**src/rtl/cmp_pkg.sv**
```systemverilog
// Shared encodings for the sequential magnitude comparator: result codes,
// FSM states and the 7485-style cascade resolution used when all slices match.
package cmp_pkg;

  // Result vectors are ordered {lt, gt, eq}.
  localparam logic [2:0] CMP_LT = 3'b100;
  localparam logic [2:0] CMP_GT = 3'b010;
  localparam logic [2:0] CMP_EQ = 3'b001;

  typedef enum logic {
    ST_IDLE = 1'b0,
    ST_RUN  = 1'b1
  } state_t;

  // All-slices-equal outcome; all-zero cascade inputs give lt=gt=1 by design.
  function automatic logic [2:0] cascade_result(input logic alb_in,
                                                input logic agb_in,
                                                input logic aeb_in);
    return aeb_in ? CMP_EQ : {~agb_in, ~alb_in, 1'b0};
  endfunction

endpackage

```
**src/rtl/cmp_slice.sv**
```systemverilog
// Combinational SLICE-bit unsigned compare; the top time-shares one instance
// across all slices of the operands.
module cmp_slice #(
  parameter int SLICE = 4
) (
  input  logic [SLICE-1:0] a,
  input  logic [SLICE-1:0] b,
  output logic             lt,
  output logic             gt,
  output logic             eq
);

  assign lt = (a < b);
  assign gt = (a > b);
  assign eq = (a == b);

endmodule

```
**src/rtl/mag_cmp_seq.sv**
```systemverilog
// Multi-cycle magnitude comparator: walks the operands SLICE bits per clock,
// most-significant slice first, with optional early exit and cascade inputs.
module mag_cmp_seq
  import cmp_pkg::*;
#(
  parameter  int WIDTH      = 16,
  parameter  int SLICE      = 4,
  parameter  int EARLY_EXIT = 1,
  localparam int NSLICE     = WIDTH / SLICE,
  localparam int CNT_W      = $clog2(NSLICE + 1)
) (
  input  logic             clk,
  input  logic             rst_n,
  input  logic             start,
  input  logic [WIDTH-1:0] a,
  input  logic [WIDTH-1:0] b,
  input  logic             signed_mode,
  input  logic             alb_in,
  input  logic             agb_in,
  input  logic             aeb_in,
  output logic             busy,
  output logic             done,
  output logic             alb,
  output logic             agb,
  output logic             aeb,
  output logic [CNT_W-1:0] slices_used
);

  localparam int IDX_W = (NSLICE > 1) ? $clog2(NSLICE) : 1;
  localparam logic [WIDTH-1:0] MSB_MASK = {1'b1, {(WIDTH-1){1'b0}}};

  state_t           state, state_d;
  logic [IDX_W-1:0] idx;
  logic [WIDTH-1:0] a_q, b_q;
  logic             cas_alb, cas_agb, cas_aeb;
  logic             decided, dec_lt;
  logic             accept, finish;
  logic [SLICE-1:0] sl_a, sl_b;
  logic             sl_lt, sl_gt, sl_eq;
  logic [2:0]       res;

  assign sl_a = a_q[int'(idx) * SLICE +: SLICE];
  assign sl_b = b_q[int'(idx) * SLICE +: SLICE];

  cmp_slice #(.SLICE(SLICE)) u_slice (
    .a  (sl_a),
    .b  (sl_b),
    .lt (sl_lt),
    .gt (sl_gt),
    .eq (sl_eq)
  );

  assign busy = (state == ST_RUN);

  always_ff @(posedge clk or negedge rst_n) begin
    if (!rst_n) state <= ST_IDLE;
    else        state <= state_d;
  end

  always_comb begin
    state_d = state;
    accept  = 1'b0;
    finish  = 1'b0;
    case (state)
      ST_IDLE: begin
        if (start) begin
          accept  = 1'b1;
          state_d = ST_RUN;
        end
      end
      ST_RUN: begin
        if (idx == '0 || (EARLY_EXIT != 0 && !sl_eq)) begin
          finish  = 1'b1;
          state_d = ST_IDLE;
        end
      end
      default: state_d = ST_IDLE;
    endcase
  end

  // A recorded decision wins over the current slice, which wins over cascade.
  always_comb begin
    res = cascade_result(cas_alb, cas_agb, cas_aeb);
    if (decided)    res = dec_lt ? CMP_LT : CMP_GT;
    else if (sl_lt) res = CMP_LT;
    else if (sl_gt) res = CMP_GT;
  end

  always_ff @(posedge clk or negedge rst_n) begin
    if (!rst_n) begin
      idx         <= '0;
      a_q         <= '0;
      b_q         <= '0;
      cas_alb     <= 1'b0;
      cas_agb     <= 1'b0;
      cas_aeb     <= 1'b0;
      decided     <= 1'b0;
      dec_lt      <= 1'b0;
      done        <= 1'b0;
      alb         <= 1'b0;
      agb         <= 1'b0;
      aeb         <= 1'b0;
      slices_used <= '0;
    end else begin
      done <= 1'b0;
      if (accept) begin
        // Flipping the sign bit maps two's-complement order onto unsigned order.
        a_q     <= signed_mode ? (a ^ MSB_MASK) : a;
        b_q     <= signed_mode ? (b ^ MSB_MASK) : b;
        cas_alb <= alb_in;
        cas_agb <= agb_in;
        cas_aeb <= aeb_in;
        idx     <= IDX_W'(NSLICE - 1);
        decided <= 1'b0;
        dec_lt  <= 1'b0;
      end else if (state == ST_RUN) begin
        if (!decided && !sl_eq) begin
          decided <= 1'b1;
          dec_lt  <= sl_lt;
        end
        if (finish) begin
          {alb, agb, aeb} <= res;
          slices_used     <= CNT_W'(NSLICE) - CNT_W'(idx);
          done            <= 1'b1;
        end else begin
          idx <= idx - 1'b1;
        end
      end
    end
  end

endmodule

```
**config.mk**
```make
export PLATFORM = sky130hd
export DESIGN_NAME = mag_cmp_seq
export DESIGN_NICKNAME = d
export VERILOG_FILES = /design/src/rtl/cmp_pkg.sv /design/src/rtl/cmp_slice.sv /design/src/rtl/mag_cmp_seq.sv
export SDC_FILE = /design/constraint.sdc
export NUM_CORES = 1
export LEC_CHECK = 0
export BUFFER_PORTS_ARGS = -buffer_cell sky130_fd_sc_hd__buf_4
export CAP_MARGIN = 40
export CORE_UTILIZATION = 44
export DETAILED_ROUTE_END_ITERATION = 6
export GPL_ROUTABILITY_DRIVEN = 0
export GPL_TIMING_DRIVEN = 0
export MAX_ROUTING_LAYER = met4
export PLACE_DENSITY_LB_ADDON = 0.08
export SLEW_MARGIN = 10
export SYNTH_ARGS = -nofsm -noshare
export SYNTH_HDL_FRONTEND = slang
export SYNTH_SLANG_ARGS = --single-unit
```
**constraint.sdc**
```tcl
create_clock -name clk -period 6.7 [get_ports clk]
set_clock_uncertainty 0.1 [all_clocks]
set_input_delay 0.335 -clock clk [delete_from_list [all_inputs] [get_ports clk]]
set_output_delay 0.335 -clock clk [all_outputs]
set_load 0.03 [all_outputs]
```
==> implementation parameters, run 1 <==
Parameter                              Value

Status
  Outcome ... finished clean

Synthesis
  Total standard cell area after synthesis ... 2160 um2
  Post-synthesis sequential area ratio ... between 50% and 60%
  Number of instances in the synthesized netlist ... ~160
  Syn avg cell area ... roughly 14 um2
  Library cell occupying the most area in the post-synthesis netlist ... dfrtp_1
  Most used DFF post-synth ... dfrtp_1
  Synthesis warning total ... 0
  Number of enable flip-flop cells after synthesis ... 0
  Most frequent cell after synthesis ... dfrtp_1
  Share of the synthesized area in the top cell type ... 54.3%
  Most area-consuming cells after synthesis ... dfrtp_1, mux2_2, mux4_2
  Register bit count reported by yosys ... 47
  Count of unique library cells instantiated by Yosys ... 30
  Synthesized net count ... 200
  Ys async rst share ... 100%
  Synth cell count leaders ... dfrtp_1, mux2_2, nand2_1

Floorplan
  IO Count ... 47
  Initial core utilization ... 45.8%
  Core Box Area ... 4720 um2
  Chip width ... 72.1 um
  Site Rows ... 25
  Chip height ... 72.1 um
  Die area ... 5200 um2

Hold path
  Worst Hold Class ... input pin to flop
  Endpoint, Worst Hold ... cas_aeb
  Worst hold start ... aeb_in
  Worst hold path cell count ... 3

Power and ir drop
  Static Leakage ... ~0.0012 uW
  Maximum resistive drop on vdd ... approximately 140 uV
  Power density cells ... roughly 430 nW/um2
  Overall Power ... 1160 uW

STA
  Rel. slew slack ... 60.7%
  Final Hold Slack ... between 0.1 and 0.15 ns
  Least-Margin Pin Slew ... roughly 0.59 ns
  Number of slew-limit violations in the final report ... 0
  Final-report hold violation count ... 0
  Setup repair after global routing missed its margin ... false
  Post-Route Setup TNS ... 0 ns
  Minimum clock period after layout ... between 2 and 3 ns
  Ratio of final minimum period to clock period ... 38.9%
  Setup violation total in the final timing report ... 0
  Achievable clock frequency ... 0.384 GHz

Clocking
  Insertion delay to the later sink of the worst-skew pair ... just under 0.3 ns
  Number of H-tree levels ... 2
  CTS sink count ... 47
  TritonCTS clock tree ... yes
  Clock transition at the register clock pins on the worst setup and hold paths after CTS ... around 0.08 ns
  Inserted Clock Buffers ... 5
  Root Buffer ... clkbuf_8
  Largest buffer count on any clock path ... 2

Setup path
  Stage delay of the slowest cell on the critical path ... 0.56 ns
  Startpoint type of the worst setup path ... flop
  Largest fanout on the critical path ... 10
  Endpoint type of the worst setup path ... flop
  Worst reg2reg endpoint ... agb
  List of cells traversed by the critical path ... buf_2 > mux4_2 > ha_1 > nand4_4 > o21ai_4 > inv_2 > o22a_1
  Minimum setup slack among reg-to-reg paths ... 4.10 ns
  Number of buffers and inverters on the critical path ... 2
  Class of the most critical setup path ... flop to flop
  Worst EP arrival ... between 2 and 3 ns
  Worst-case reg-to-reg path depth ... 7
  Kind of cell adding the most delay to the critical path ... multiplexers
  Critical path required time ... 6.78 ns
  Slowest cell on the critical path ... mux4_2
  Origin of the critical flop-to-flop path ... idx[0]

Final layout
  Post-Layout Cell Count ... ~280
  Nets@finish ... ~250
  Final core occ ... ~57%
  Ant. Diodes ... 0
  Fraction of final layout cells sized beyond drive strength 1 ... around 50%
  Signed area change from the synthesized netlist to the final layout ... 24.9%

Detailed routing
  Iteration-0 DRC count of the detailed router ... 50
  Per-cell via count in the routed design ... 5.01
  Detailed-route via count ... ~1400
  Post-route DRC violation count ... 0
  Wirelength per Cell ... 15.6 um
  Final antenna-violating net count ... 0
  Number of detailed-routing iterations run before antenna repair ... 4
  Detailed-route wire length ... around 4300 um

Global routing
  Residual overflow from global routing ... 0
  Initial antenna violation count ... 0
  Wire length of the first global-routing pass ... between 7000 and 8000 um
  Largest net degree at the start of global routing ... 48
  Via count of the first global-routing pass ... around 1500
  Combined global-route utilization of all metal layers ... a little under a fifth

Flow run
  Max-cap viol count ... 0

Placed design
  Post-placement cell count ... roughly 270
  Total half-perimeter wirelength after legalization and detailed placement ... approximately 3100 um
  Port bufs ... 46
==> flip-flops by register name, summed over array words and instances (netlist names) <==
signal and cells:
aeb 1, decided 1, cas_agb 1, b_q 16
busy 1, a_q 16, done 1, cas_alb 1
slices_used 3, cas_aeb 1, alb 1, dec_lt 1
agb 1, idx 2
==> worst max-delay path by stage <==
stage                      to  slack, ns   start  depth (start not counted)
after floorplan           aeb       4.34  idx[0]                          7
after global placement    agb       4.12  idx[0]                          7
after detailed placement  agb       4.09  idx[0]                          7
after CTS                 agb       4.05  idx[0]                          7
after global routing      agb       3.93  idx[0]                          7
final                     agb       4.10  idx[0]                          7
==> per-stage QoR <==
| step | setup slack (ns) | instance area (um2) |
|---|---|---|
| floorplan | 4.34 | 2160 |
| global placement | 4.12 | 2590 |
| detailed placement | 4.09 | 2590 |
| CTS | 4.05 | 2700 |
| global route | 3.93 | 2700 |
| finish | 4.10 | 2700 |
==> tightest hold or removal path, delay by kind of cell <==
kind,cells,cell delay (ns)
buffers and inverters,1,0.08
AO/OA/AOI/OAI,1,0.06
AND/OR/NAND/NOR,1,0.03
==> cell usage in the layout (no fill, tap or decap), types with 2 or more instances in the layout <==
cell      netlist  routed
clkbuf_1        1       2
clkbuf_8        0       7
ha_1            5       5
nor2_1          5       5
xnor2_1         3       3
buf_4           3      49
o21ai_2         2       2
mux2_2         32      32
nand2_1         9       9
nor3_1          3       3
inv_1           8       8
a211oi_1        2       2
dfrtp_1        47      47
o21ai_0         7       7
buf_2           3       3
a21oi_1         4       4
mux4_2          8       8
==> power by group <==
| group | switching, uW | internal (uW) | total, uW |
|---|---|---|---|
| combinational | 263 | 255 | 518 |
| clock | 89.2 | 94.2 | 183 |
| sequential | 63.5 | 398 | 461 |
| total | 416 | 747 | 1160 |
==> routing by layer <==
layer	up-vias	routed length (um)	GRT usage (%)
met5	-	0	-
met4	0	40	5.88
met3	4	188	5.14
met2	35	2110	29.2
met1	690	2000	25.3
li1	663	-	-
==> layout make-up <==
| type | instances | area, um2 |
|---|---|---|
| Buffer | 7 | 41.3 |
| Clock buffer | 8 | 100 |
| Fill cell | 402 | 2020 |
| Inverter | 9 | 33.8 |
| Multi-Input combinational cell | 93 | 913 |
| Sequential cell | 47 | 1180 |
| Tap cell | 67 | 83.8 |
| Timing Repair Buffer | 47 | 355 |
==> what timing repair did <==
| action | in CTS | in global routing |
|---|---|---|
| resized for setup | 0 | 0 |
| hold endpoints to repair | 47 | 0 |
| hold buffers | 1 | 0 |
| buffers inserted | 0 | 0 |
==> kinds of logic (layout without fill, tap and decap cells) <==
logic type               Yosys count  in the layout  share of synthesized area, %
buffers and inverters             16             71                          3.47
adder cells (fa/ha/maj)            5              5                          2.89
AND/OR/NAND/NOR                   22             22                          5.43
XOR/XNOR                           3              3                          1.21
flip-flops                        47             47                          54.3
multiplexers                      40             40                          25.0
AO/OA/AOI/OAI                     23             23                          7.69
Power figures use the tool's default switching activity.
==> run 2, diff against run 1 <==
- clock period: 6.7 -> 2.53 ns (I/O delays scaled with it)
==> run 2 against run 1 <==
- clock power rose to 2.7 times the previous value
- sequential power rose to 2.6 times the previous value
- hold slack worse by 0.14 ns
- first-iteration DRC count fell by 16%
- register-to-register slack got worse by 4.0 ns
- global-route usage is 1.2 points higher
- combinational power rose to 2.9 times the previous value
- wire length is 9.0% higher
- final area is 14% higher
- power increased to 2.8 times the previous value
- maximum frequency increased by 8.2%
- critical path depth decreased by 1
- critical path type unchanged
- critical endpoint is now idx[1]
==> implementation parameters, run 2 (same netlist as run 1, synthesis figures left out) <==
Parameter                              Value

Clocking
  Root Buffer ... clkbuf_8
  Insertion delay to the later sink of the worst-skew pair ... 0.30 ns (about the same)
  CTS sink count ... 47 (unchanged)
  Inserted Clock Buffers ... 5 (unchanged)
  TritonCTS clock tree ... yes
  Clock transition at the register clock pins on the worst setup and hold paths after CTS ... 0.08 ns (about the same)
  Largest buffer count on any clock path ... 2 (unchanged)
  Number of H-tree levels ... 2 (unchanged)

Final layout
  Top flop regs ... a_q: 16 flops, b_q: 16 flops, slices_used: 3 flops
  Nets@finish ... 291 (+15%)
  Signed area change from the synthesized netlist to the final layout ... 42.8%
  Final core occ ... 65.4% (+8.2 points)
  Commonest non-fill, non-tap cell in the layout ... buf_4
  Fraction of final layout cells sized beyond drive strength 1 ... 44.8% (-5.5 points)
  Most frequent cells in the layout ... buf_4, dfrtp_1, dlygate4sd3_1
  Ant. Diodes ... 0 (unchanged)
  Total of fill cells in the finished design ... 361 (-10%)
  Post-Layout Cell Count ... 315 (+13%)

Floorplan
  Initial core utilization ... 45.8% (unchanged)
  Chip width ... 72.1 um (unchanged)
  IO Count ... 47 (unchanged)
  Site Rows ... 25 (unchanged)
  Chip height ... 72.1 um (unchanged)
  Core Box Area ... 4720 um2 (unchanged)
  Die area ... 5200 um2 (unchanged)

Detailed routing
  Post-route DRC violation count ... 0 (unchanged)
  Wirelength per Cell ... 15.0 um (-3.8%)
  Final antenna-violating net count ... 0 (unchanged)
  Detailed-route via count ... 1544 (+11%)
  Iteration-0 DRC count of the detailed router ... 42 (-16%)
  Number of detailed-routing iterations run before antenna repair ... 4 (unchanged)
  Per-cell via count in the routed design ... 4.90 (-2.1%)
  Detailed-route wire length ... 4720 um (+9.0%)

STA
  Minimum clock period after layout ... 2.41 ns (-0.197 ns)
  Worst Slack Setup Final ... 0.123 ns (-3.97 ns)
  Post-Route Setup TNS ... 0 ns (unchanged)
  Setup violation total in the final timing report ... 0 (unchanged)
  Achievable clock frequency ... 0.415 GHz (+8.2%)
  Setup repair after global routing missed its margin ... false
  Ratio of final minimum period to clock period ... 95.1% (+56 points)
  Final Hold Slack ... 0.00709 ns (-0.142 ns)
  Rel. slew slack ... 60.3% (-0.46 points)
  Final-report hold violation count ... 0 (unchanged)
  Number of slew-limit violations in the final report ... 0 (unchanged)
  Least-Margin Pin Slew ... 0.596 ns (+0.00693 ns)

Placed design
  Total half-perimeter wirelength after legalization and detailed placement ... 3150 um (unchanged)
  Port bufs ... 46 (unchanged)
  Worst setup timing slack at the placement stage ... -0.0812 ns (-4.17 ns)
  Post-placement cell count ... 269 (unchanged)

Power and ir drop
  Static Leakage ... 0.00141 uW (+13%)
  Power density cells ... 1040 nW/um2 (+140%)
  Maximum resistive drop on vdd ... 411 uV (+190%)

Global routing
  Residual overflow from global routing ... 0 (unchanged)
  Initial antenna violation count ... 0 (unchanged)
  Via count of the first global-routing pass ... 1617 (+9.8%)
  Largest net degree at the start of global routing ... 48 (unchanged)
  Combined global-route utilization of all metal layers ... 20.4% (+1.2 points)
  Wire length of the first global-routing pass ... 7620 um (+6.1%)

Setup path
  Startpoint type of the worst setup path ... flop
  Class of the most critical setup path ... flop to flop
  Largest fanout on the critical path ... 10 (unchanged)
  Worst EP arrival ... 2.51 ns (-0.18 ns)
  Critical path required time ... 2.63 ns (-4.15 ns)
  Minimum setup slack among reg-to-reg paths ... 0.12 ns (-3.97 ns)
  Endpoint type of the worst setup path ... flop

Flow run
  Max-cap viol count ... 0 (unchanged)

Status
  Outcome ... finished clean

Hold path
  Worst Hold Class ... input pin to flop
==> run 2: path summary, 6_finish.rpt <==
kind                            cells after the start              to      startpoint
worst max-delay path                                6          idx[1]          idx[0]
worst max register to register                      6          idx[1]          idx[0]
worst min register to register                      2  slices_used[0]  slices_used[0]
max in group asynchronous                           2          a_q[5]           rst_n
min in group asynchronous                           2          a_q[2]           rst_n
worst min-delay path                                3         b_q[15]           b[15]
==> run 2: metal layers <==
layer,part of all wire [%],global-route usage [%]
met2,49,32.4
met4,1.8,7.19
met5,0,-
met1,46,25.6
met3,3.8,5.00
==> run 2: metrics by stage <==
stage	area, um2	power (uW)
floorplan	2160	2230
global placement	2590	2540
detailed placement	2590	2620
CTS	3050	3160
global route	3090	3430
finish	3090	3200
==> run 2: worst max-delay path, stage by stage, from the launching register on <==
cell     delay [ns]
dfrtp_1        0.39
buf_8          0.17
mux4_2         0.52
ha_1           0.38
nand4_4        0.17
or3_1          0.36
a31oi_1        0.22
==> run 2: power by group <==
part	switching [uW]	total (uW)	internal [uW]
registers	169	1220	1050
clock network	239	489	250
logic	726	1490	766
==> run 2: layout make-up <==
class | instances | area, um2 | share of cell area, %
sequential | 47 | 1180 | 38.1
multi-input combinational | 93 | 926 | 30.0
timing repair buffer | 84 | 718 | 23.2
clock buffer | 8 | 100 | 3.24
tap | 67 | 83.8 | 2.71
buffer | 7 | 52.6 | 1.70
inverter | 9 | 33.8 | 1.09
==> run 2: what timing repair did <==
| action | in CTS | in global routing |
|---|---|---|
| pin swaps | 0 | 1 |
| setup endpoints to repair | 7 | 7 |
| hold buffers | 35 | 0 |
| hold endpoints to repair | 81 | 0 |
| resized for setup | 2 | 3 |
| setup buffers | 0 | 3 |
==> run 3, diff against run 2 <==
- ABC_CLOCK_PERIOD_IN_PS: not set -> 2700
- clock period: 2.53 -> 2.7 ns (I/O delays scaled with it)
==> run 3 against run 2 <==
- maximum frequency decreased by 5.1%
- critical path depth increased by 1
- first-iteration DRC count increased by 7.1%
- critical path type unchanged
==> implementation parameters, run 3 (same netlist as run 1, synthesis figures left out) <==
Parameter                              Value

Status
  Outcome ... finished clean

STA
  Ratio of final minimum period to clock period ... 93.9% (-1.2 points)
  Final-report hold violation count ... 0 (unchanged)
  Least-Margin Pin Slew ... 0.587 ns (-0.00868 ns)
  Post-Route Setup TNS ... 0 ns (unchanged)
  Achievable clock frequency ... 0.394 GHz (-5.1%)
  Final Hold Slack ... 0.0180 ns (+0.0109 ns)
  Setup repair after global routing missed its margin ... false
  Setup violation total in the final timing report ... 0 (unchanged)
  Minimum clock period after layout ... 2.54 ns (+0.129 ns)
  Number of slew-limit violations in the final report ... 0 (unchanged)
  Rel. slew slack ... 60.9% (+0.58 points)

Hold path
  Worst hold start ... b[15]
  Endpoint, Worst Hold ... b_q[15]
  Worst hold path cell count ... 3 (unchanged)
  Worst Hold Class ... input pin to flop

Final layout
  Top flop regs ... a_q: 16 flops, b_q: 16 flops, slices_used: 3 flops
  Total of fill cells in the finished design ... 367 (+1.7%)
  Area used by multi-input combinational logic ... 913 um2 (-1.4%)
  Final design instance area without fill ... 3050 um2 (-1.4%)
  Nets@finish ... 288 (-1.0%)
  Ant. Diodes ... 0 (unchanged)
  Signed area change from the synthesized netlist to the final layout ... 40.8%
  Fraction of final layout cells sized beyond drive strength 1 ... 43.7% (-1.1 points)
  Commonest non-fill, non-tap cell in the layout ... buf_4
  Most frequent cells in the layout ... buf_4, dfrtp_1, dlygate4sd3_1
  Area occupied by registers ... 1180 um2 (unchanged)

Setup path
  Worst EP arrival ... 2.62 ns (+0.11 ns)
  Stage delay of the slowest cell on the critical path ... 0.54 ns (+0.02 ns)
  Largest fanout on the critical path ... 10 (unchanged)
  Origin of the critical flop-to-flop path ... idx[0]
  Endpoint type of the worst setup path ... flop
  Class of the most critical setup path ... flop to flop
  Slowest cell on the critical path ... mux4_2
  List of cells traversed by the critical path ... clkbuf_4 > mux4_2 > ha_1 > nand4_4 > o21ai_4 > inv_2 > o22a_1
  Worst-case reg-to-reg path depth ... 7 (+1)
  Critical path required time ... 2.78 ns (+0.15 ns)
  Startpoint type of the worst setup path ... flop
  Worst reg2reg endpoint ... agb
  Minimum setup slack among reg-to-reg paths ... 0.16 ns (+0.04 ns)

Global routing
  Combined global-route utilization of all metal layers ... 20.4% (unchanged)
  Residual overflow from global routing ... 0 (unchanged)
  Via count of the first global-routing pass ... 1612 (-0.31%)
  Initial antenna violation count ... 0 (unchanged)
  Largest net degree at the start of global routing ... 48 (unchanged)
  Wire length of the first global-routing pass ... 7620 um (unchanged)

Detailed routing
  Wirelength per Cell ... 14.9 um (-0.34%)
  Detailed-route via count ... 1525 (-1.2%)
  Number of detailed-routing iterations run before antenna repair ... 4 (unchanged)
  Per-cell via count in the routed design ... 4.89 (-0.28%)
  Iteration-0 DRC count of the detailed router ... 45 (+7.1%)
  Final antenna-violating net count ... 0 (unchanged)
  Post-route DRC violation count ... 0 (unchanged)
  Detailed-route wire length ... 4660 um (-1.3%)

Placed design
  Port bufs ... 46 (unchanged)
  Total half-perimeter wirelength after legalization and detailed placement ... 3150 um (unchanged)
  Instance area after placement ... 2590 um2 (unchanged)

Clocking
  Clock transition at the register clock pins on the worst setup and hold paths after CTS ... 0.08 ns (about the same)
  Number of H-tree levels ... 2 (unchanged)
  TritonCTS clock tree ... yes
  Inserted Clock Buffers ... 5 (unchanged)
  CTS sink count ... 47 (unchanged)
  Insertion delay to the later sink of the worst-skew pair ... 0.29 ns (about the same)
  Root Buffer ... clkbuf_8
  Largest buffer count on any clock path ... 2 (unchanged)
  Number of buffers inserted by post-CTS setup repair ... 0 (unchanged)

Floorplan
  Die area ... 5200 um2 (unchanged)
  Chip height ... 72.1 um (unchanged)
  IO Count ... 47 (unchanged)
  Initial core utilization ... 45.8% (unchanged)
  Site Rows ... 25 (unchanged)
  Core Box Area ... 4720 um2 (unchanged)
  Chip width ... 72.1 um (unchanged)

Power and ir drop
  Overall Power ... 2930 uW (-8.6%)
  Static Leakage ... 0.00139 uW (-1.2%)
  Maximum resistive drop on vdd ... 368 uV (-11%)
  Power density cells ... 961 nW/um2 (-7.3%)

Flow run
  Max-cap viol count ... 0 (unchanged)
-- run 3: cell types whose count changed in the layout (fill, tap and decap cells not counted) --
| cell | change |
|---|---|
| ha_4 | -1 |
| buf_4 | -3 |
| ha_1 | +1 |
| buf_8 | -1 |
| clkbuf_4 | +1 |
-- run 3: worst max-delay path: cells and delay by family (launching register included) --
| kind | cells | cell delay [ns] |
|---|---|---|
| adders and majority gates | 1 | 0.39 |
| and+or+nand+nor | 1 | 0.19 |
| DFF | 1 | 0.38 |
| muxes | 1 | 0.54 |
| buffers and inverters | 2 | 0.37 |
| AOI/OAI and AO/OA | 2 | 0.47 |
-- run 3: power breakdown --
group	internal (uW)	leakage [uW]	switching, uW
logic	666	0.000787	660
registers	987	0.000551	158
clock network	234	0.0000515	223
total	1890	0.00139	1040
-- run 3: metrics by stage --
| step | worst slack, ns | cells | util (%) |
|---|---|---|---|
| after detailed placement | 0.0888 | 269 | 54.9 |
| after CTS | 0.0548 | 312 | 64.5 |
| after floorplan | 0.340 | 156 | - |
| after global routing | 0.0190 | 312 | 64.5 |
| final | 0.165 | 312 | 64.5 |
| after global placement | 0.115 | 269 | 54.9 |
-- run 3: repair_timing --
item                                    CTS  global route
gates resized for setup                   0             3
hold endpoints to repair                 81             0
hold buffers                             35             0
endpoints found under the setup margin    0             5
-- run 3: worst max-delay path by stage --
stage | slack, ns | endpoint | cells past startpoint | start
global route | 0.02 | agb | 7 | idx[0]
detailed placement | 0.09 | agb | 7 | idx[0]
CTS | 0.05 | agb | 7 | idx[0]
finish | 0.16 | agb | 7 | idx[0]
global placement | 0.12 | agb | 7 | idx[0]
floorplan | 0.34 | aeb | 7 | idx[0]
-- run 3: final cells by class --
cell class,count,share of cell area [%]
Buffer,7,1.48
Clock buffer,8,3.28
Inverter,9,1.11
Multi-Input combinational cell,93,30.0
Sequential cell,47,38.6
Tap cell,67,2.75
Timing Repair Buffer,81,22.8
-- run 3: routing by layer --
layer  GRT usage (%)  wire [um]  vias up  part of all wire, %
li1                -          -      733                    -
met1            25.8       2090      738                   45
met2            32.2       2270       46                   49
met3            5.00        223        8                  4.8
met4            7.19         74        0                  1.6
met5               -          0        -                    0
